==> src/rtl/pic_priority_resolver.sv <==
// 8259A-style priority resolver: masks pending requests, resolves the winning level
// under fixed/rotating priority, runs the two-pulse INTA handshake and owns the ISR.
module pic_priority_resolver (
    input  logic       clk,
    input  logic       reset,
    input  logic [7:0] Int_Req_Reg,
    input  logic [7:0] Int_Mask_Reg,
    input  logic       Special_Mask_Mode,
    input  logic       Auto_EOI,
    input  logic [4:0] Vector_Base,
    input  logic       Ocw2_Valid,
    input  logic [2:0] Ocw2_Cmd,
    input  logic [2:0] Ocw2_Level,
    input  logic       Inta_Strobe,
    output logic       INT,
    output logic [7:0] In_Service_Reg,
    output logic [7:0] Irr_Clear,
    output logic [7:0] Vector_Out,
    output logic       Vector_Valid
);

    localparam logic [0:0] S_IDLE = 1'b0;
    localparam logic [0:0] S_ACK1 = 1'b1;

    logic [0:0] state_q, state_d;
    logic       int_q, int_d;
    logic [7:0] isr_q, isr_d;
    logic [7:0] irr_clear_q, irr_clear_d;
    logic [7:0] vector_out_q, vector_out_d;
    logic       vector_valid_q, vector_valid_d;
    logic [2:0] prio_q, prio_d;
    logic       ra_q, ra_d;
    logic [2:0] level_q, level_d;
    logic       spur_q, spur_d;

    logic [7:0] eligible;
    logic       cand_found, isr_found, cand_wins;
    logic [2:0] cand_lvl, cand_rank, isr_lvl, isr_rank, idx;
    logic [7:0] ack_set, aeoi_clear, eoi_clear;

    // Scan from the level just above the lowest-priority pointer; rank 0 is highest.
    always_comb begin
        eligible = Int_Req_Reg & ~Int_Mask_Reg;
        if (Special_Mask_Mode)
            eligible = eligible & ~isr_q;
        cand_found = 1'b0;
        cand_lvl   = 3'd0;
        cand_rank  = 3'd0;
        isr_found  = 1'b0;
        isr_lvl    = 3'd0;
        isr_rank   = 3'd0;
        idx        = 3'd0;
        for (int i = 0; i < 8; i++) begin
            idx = prio_q + 3'(i + 1);
            if (!cand_found && eligible[idx]) begin
                cand_found = 1'b1;
                cand_lvl   = idx;
                cand_rank  = 3'(i);
            end
            if (!isr_found && isr_q[idx]) begin
                isr_found = 1'b1;
                isr_lvl   = idx;
                isr_rank  = 3'(i);
            end
        end
        cand_wins = cand_found &&
                    (Special_Mask_Mode || !isr_found || (cand_rank < isr_rank));
    end

    always_comb begin
        state_d        = state_q;
        int_d          = int_q;
        level_d        = level_q;
        spur_d         = spur_q;
        irr_clear_d    = 8'h00;
        vector_out_d   = vector_out_q;
        vector_valid_d = 1'b0;
        prio_d         = prio_q;
        ra_d           = ra_q;
        ack_set        = 8'h00;
        aeoi_clear     = 8'h00;
        eoi_clear      = 8'h00;

        case (state_q)
            S_IDLE: begin
                int_d = cand_wins;
                if (Inta_Strobe && int_q) begin
                    state_d = S_ACK1;
                    int_d   = 1'b1;
                    if (cand_wins) begin
                        level_d     = cand_lvl;
                        spur_d      = 1'b0;
                        ack_set     = 8'd1 << cand_lvl;
                        irr_clear_d = 8'd1 << cand_lvl;
                    end else begin
                        // Request vanished before INTA1: answer with the IR7 spurious vector.
                        level_d = 3'd7;
                        spur_d  = 1'b1;
                    end
                end
            end
            default: begin
                int_d = 1'b1;
                if (Inta_Strobe) begin
                    state_d        = S_IDLE;
                    int_d          = 1'b0;
                    vector_out_d   = {Vector_Base, level_q};
                    vector_valid_d = 1'b1;
                    if (Auto_EOI && !spur_q) begin
                        aeoi_clear = 8'd1 << level_q;
                        if (ra_q)
                            prio_d = level_q;
                    end
                end
            end
        endcase

        // OCW2 is applied after AEOI rotation so an explicit command wins a same-cycle clash.
        if (Ocw2_Valid) begin
            case (Ocw2_Cmd)
                3'b001: if (isr_found) eoi_clear = 8'd1 << isr_lvl;
                3'b011: if (|isr_q) eoi_clear = 8'd1 << Ocw2_Level;
                3'b101: if (isr_found) begin
                    eoi_clear = 8'd1 << isr_lvl;
                    prio_d    = isr_lvl;
                end
                3'b111: if (|isr_q) begin
                    eoi_clear = 8'd1 << Ocw2_Level;
                    prio_d    = Ocw2_Level;
                end
                3'b110: prio_d = Ocw2_Level;
                3'b100: ra_d = 1'b1;
                3'b000: ra_d = 1'b0;
                default: ;
            endcase
        end

        isr_d = (isr_q & ~eoi_clear & ~aeoi_clear) | ack_set;
    end

    always_ff @(posedge clk) begin
        if (reset) begin
            state_q        <= S_IDLE;
            int_q          <= 1'b0;
            isr_q          <= 8'h00;
            irr_clear_q    <= 8'h00;
            vector_out_q   <= 8'h00;
            vector_valid_q <= 1'b0;
            prio_q         <= 3'd7;
            ra_q           <= 1'b0;
            level_q        <= 3'd0;
            spur_q         <= 1'b0;
        end else begin
            state_q        <= state_d;
            int_q          <= int_d;
            isr_q          <= isr_d;
            irr_clear_q    <= irr_clear_d;
            vector_out_q   <= vector_out_d;
            vector_valid_q <= vector_valid_d;
            prio_q         <= prio_d;
            ra_q           <= ra_d;
            level_q        <= level_d;
            spur_q         <= spur_d;
        end
    end

    assign INT            = int_q;
    assign In_Service_Reg = isr_q;
    assign Irr_Clear      = irr_clear_q;
    assign Vector_Out     = vector_out_q;
    assign Vector_Valid   = vector_valid_q;

endmodule

==> config.mk <==
export PLATFORM = sky130hd
export DESIGN_NAME = pic_priority_resolver
export DESIGN_NICKNAME = d
export VERILOG_FILES = /design/src/rtl/pic_priority_resolver.sv
export SDC_FILE = /design/constraint.sdc
export NUM_CORES = 1
export LEC_CHECK = 0
export CAP_MARGIN = 40
export CORE_MARGIN = 2
export CORE_UTILIZATION = 54
export CTS_CLUSTER_SIZE = 40
export DETAILED_ROUTE_END_ITERATION = 8
export PLACE_DENSITY = 0.92
export SLEW_MARGIN = 25
export SYNTH_ARGS = -nofsm -noshare
export SYNTH_HDL_FRONTEND = slang
export SYNTH_SLANG_ARGS = --single-unit
==> constraint.sdc <==
create_clock -name clk -period 5.5 [get_ports clk]
set_input_delay 1.1 -clock clk [delete_from_list [all_inputs] [get_ports clk]]
set_output_delay 1.1 -clock clk [all_outputs]
set_load 0.02 [all_outputs]
==> run metrics <==
status=complete, no violations; WS Path Type=in -> reg; GRT Util Overall=31.4%; wire per inst=19.8 µm; Reg area=701 µm²; Syn Inst Count=425; grt total ovfl=0; WP data arrival=~5000 ps; Setup Buffers After CTS=0; fmax=~0.20 GHz; DP Area=4090 µm²; die area=7030 µm²; hold crit path type=reg -> reg; Seq cells post-synth=35; worst-path maximum fanout=10; syn avg cell area=8.10 µm²; final wirelength=11100 µm; Flop pwr share=25.0%; Multi-input gate area=2600 µm²; ANT nets after route=0; routed vias/inst=slightly below 7; Critical Path RT=~5700 ps; Max VDD drop=199 µV; cts-stage hold buffer count=0; TritonCTS clock tree=done; Pwr Density=313 nW/µm²; Cell Int Power=0.728 mW; I/O pin count=59; nets=516; R2R Setup Slk=slightly below 700 ps; final setup fails=0; Rel. slew slack=between 40% and 50%; clk root buf=clkbuf_8; R2R depth=16; fin. max-slew vios=0; std cell rows=29; residual DRC count=0; final hold viol count=0; Routability Congestion=around 1; Psw=roughly 0.6 mW; Slew @ Worst Pin=between 700 and 800 ps; hpwl dp=8110 µm; DRT Pass-1 Iters=5; post-cts resize count=0; fill cell count=500; Post-synth EDFFs=0; Starting Density=~55%; routed vias=3817; core area=6240 µm²; synthesis warning total=0; register area share after synthesis=between 20% and 30%; switching share of power=~45%; largest net degree at the start of global routing=28; Antenna diodes=0; layout cells sized above 1=12.5%; vias in the first global route=3672; first-pass GRT wire length=roughly 18000 µm; dpl cells=547; Layout Skew=5.18 ps; htree depth=2; Clock Sinks=35; CP Launch Type=input port; Setup Total Neg Slack=0 ps; cts bufs inserted=5; Area Overhead vs Synth=22.7%; Tcrit/Tclk final=89.9%; asr flop ratio synth=0%; clock tree buffer depth=2; PortBufs=58; MaxCap Viol Count=0; Logic pwr share=56.5%; syn nets=462; power share of the clock group=18.5%; antenna violations before repair=0; Die X-Extent=83.8 µm; Initial DRC Count=about 540; unrepaired setup endpoints after global routing=no; Final Cell Area=4220 µm²; dominant synthesized flop cell=dfxtp_1; worst hold path depth=2; Netlist cell types=67; die height=83.8 µm; Tmin final=4940 ps; leakage power=1.55 nW; post-route insts no fill=roughly 560; crit end category=flop; Synth Cell Area=3440 µm²; later-pin clock latency in the skew report=290 ps; Worst-path clk slew=approximately 70 ps
[cell families (layout without fill, tap and decap cells)]
family	Yosys count	in the layout	synth area share, %
simple gates	188	188	28.6
flops	35	35	20.4
mux	52	52	22.3
buf+inv	35	90	4.14
xor+xnor	3	3	0.763
compound gates	108	108	22.3
fa+ha+maj	4	4	1.45
[synth_stat cells, drive strengths merged (9+ instances only)]
library cell  number  area [µm²]
and3b              9        78.8
nor2              41         156
mux4              17         398
nand3              9        45.0
clkbuf            15        56.3
nor3              14        70.1
inv               14        52.6
nand2             59         224
mux2i             22         220
a21oi             26         134
mux2              13         150
nand3b            17         128
dfxtp             35         701
o21ai             23         115
[metal layers]
metal / global-route usage [%] / up-vias / share of wire [%]
met4: 15.5 / 0 / 3.8
met1: 41.5 / 1778 / 38
met3: 6.63 / 44 / 11
met2: 48.7 / 267 / 47
met5: 0 / - / 0
li1: - / 1728 / -
[power groups by stage]
stage               clock network (mW)  logic, mW  registers [mW]
floorplan                            0      0.507           0.329
global placement                     0      0.690           0.335
detailed placement                   0      0.717           0.332
CTS                              0.246      0.721           0.327
global route                     0.254      0.799           0.335
finish                           0.245      0.746           0.330
[placed cells by master, fill, tap and decap left out, drive strengths merged, types with 5 or more instances in the layout]
cell	netlist	layout
mux4	17	17
nand2	59	59
and3b	9	9
inv	14	14
dfxtp	35	35
mux2i	22	22
clkdlybuf4s50	0	58
a31oi	6	6
nor2b	5	5
nand3b	17	17
nor2	41	41
mux2	13	13
buf	5	9
o21ai	23	23
nand3	9	9
a21oi	26	26
nor3	14	14
clkbuf	15	6
and3	5	5
nor3b	6	6
or3	5	5
o22ai	7	7
nand2b	7	7
[per-stage QoR]
step                power [mW]  hold WS (ps)  util (%)  worst slack [ps]
floorplan                0.836           463         -              1040
global placement          1.02           441      65.3               458
detailed placement        1.05           449      65.5               276
CTS                       1.29           458      67.4               589
global route              1.39           490      67.7               362
finish                    1.32           461      67.7               557
[critical path, cell delays in order]
cell and delay, ps:
clkdlybuf4s50_1 700, nand2_1 150, and3b_1 230, mux4_2 550, mux2_2 330, a2111oi_4 300, and3_1 350, inv_1 70
o22ai_1 200, ha_1 180, a21oi_1 60, or3_1 370, nand4_4 140, nor2_1 90, a32o_1 320
[area by class of cell]
type,count,share of cell area [%]
multi-input combinational,355,61.5
sequential,35,16.6
timing repair buffer,67,15.5
tap,77,2.28
clock buffer,6,1.96
inverter,15,1.33
clock inverter,2,0.830
[registers in the layout, indices dropped and copies added, names as in the netlist]
name	count
level_q	3
Irr_Clear	8
prio_q	3
ra_q	1
In_Service_Reg	8
Vector_Out	8
Vector_Valid	1
state_q	1
INT	1
spur_q	1
[final timing paths]
| path | from | to |
|---|---|---|
| max | Special_Mask_Mode | In_Service_Reg[1] |
| min | Vector_Out[0] | Vector_Out[0] |
| max reg2reg | prio_q[1] | In_Service_Reg[1] |
| min reg2reg | Vector_Out[0] | Vector_Out[0] |
Note: power is estimated with default switching activity, not from simulation.
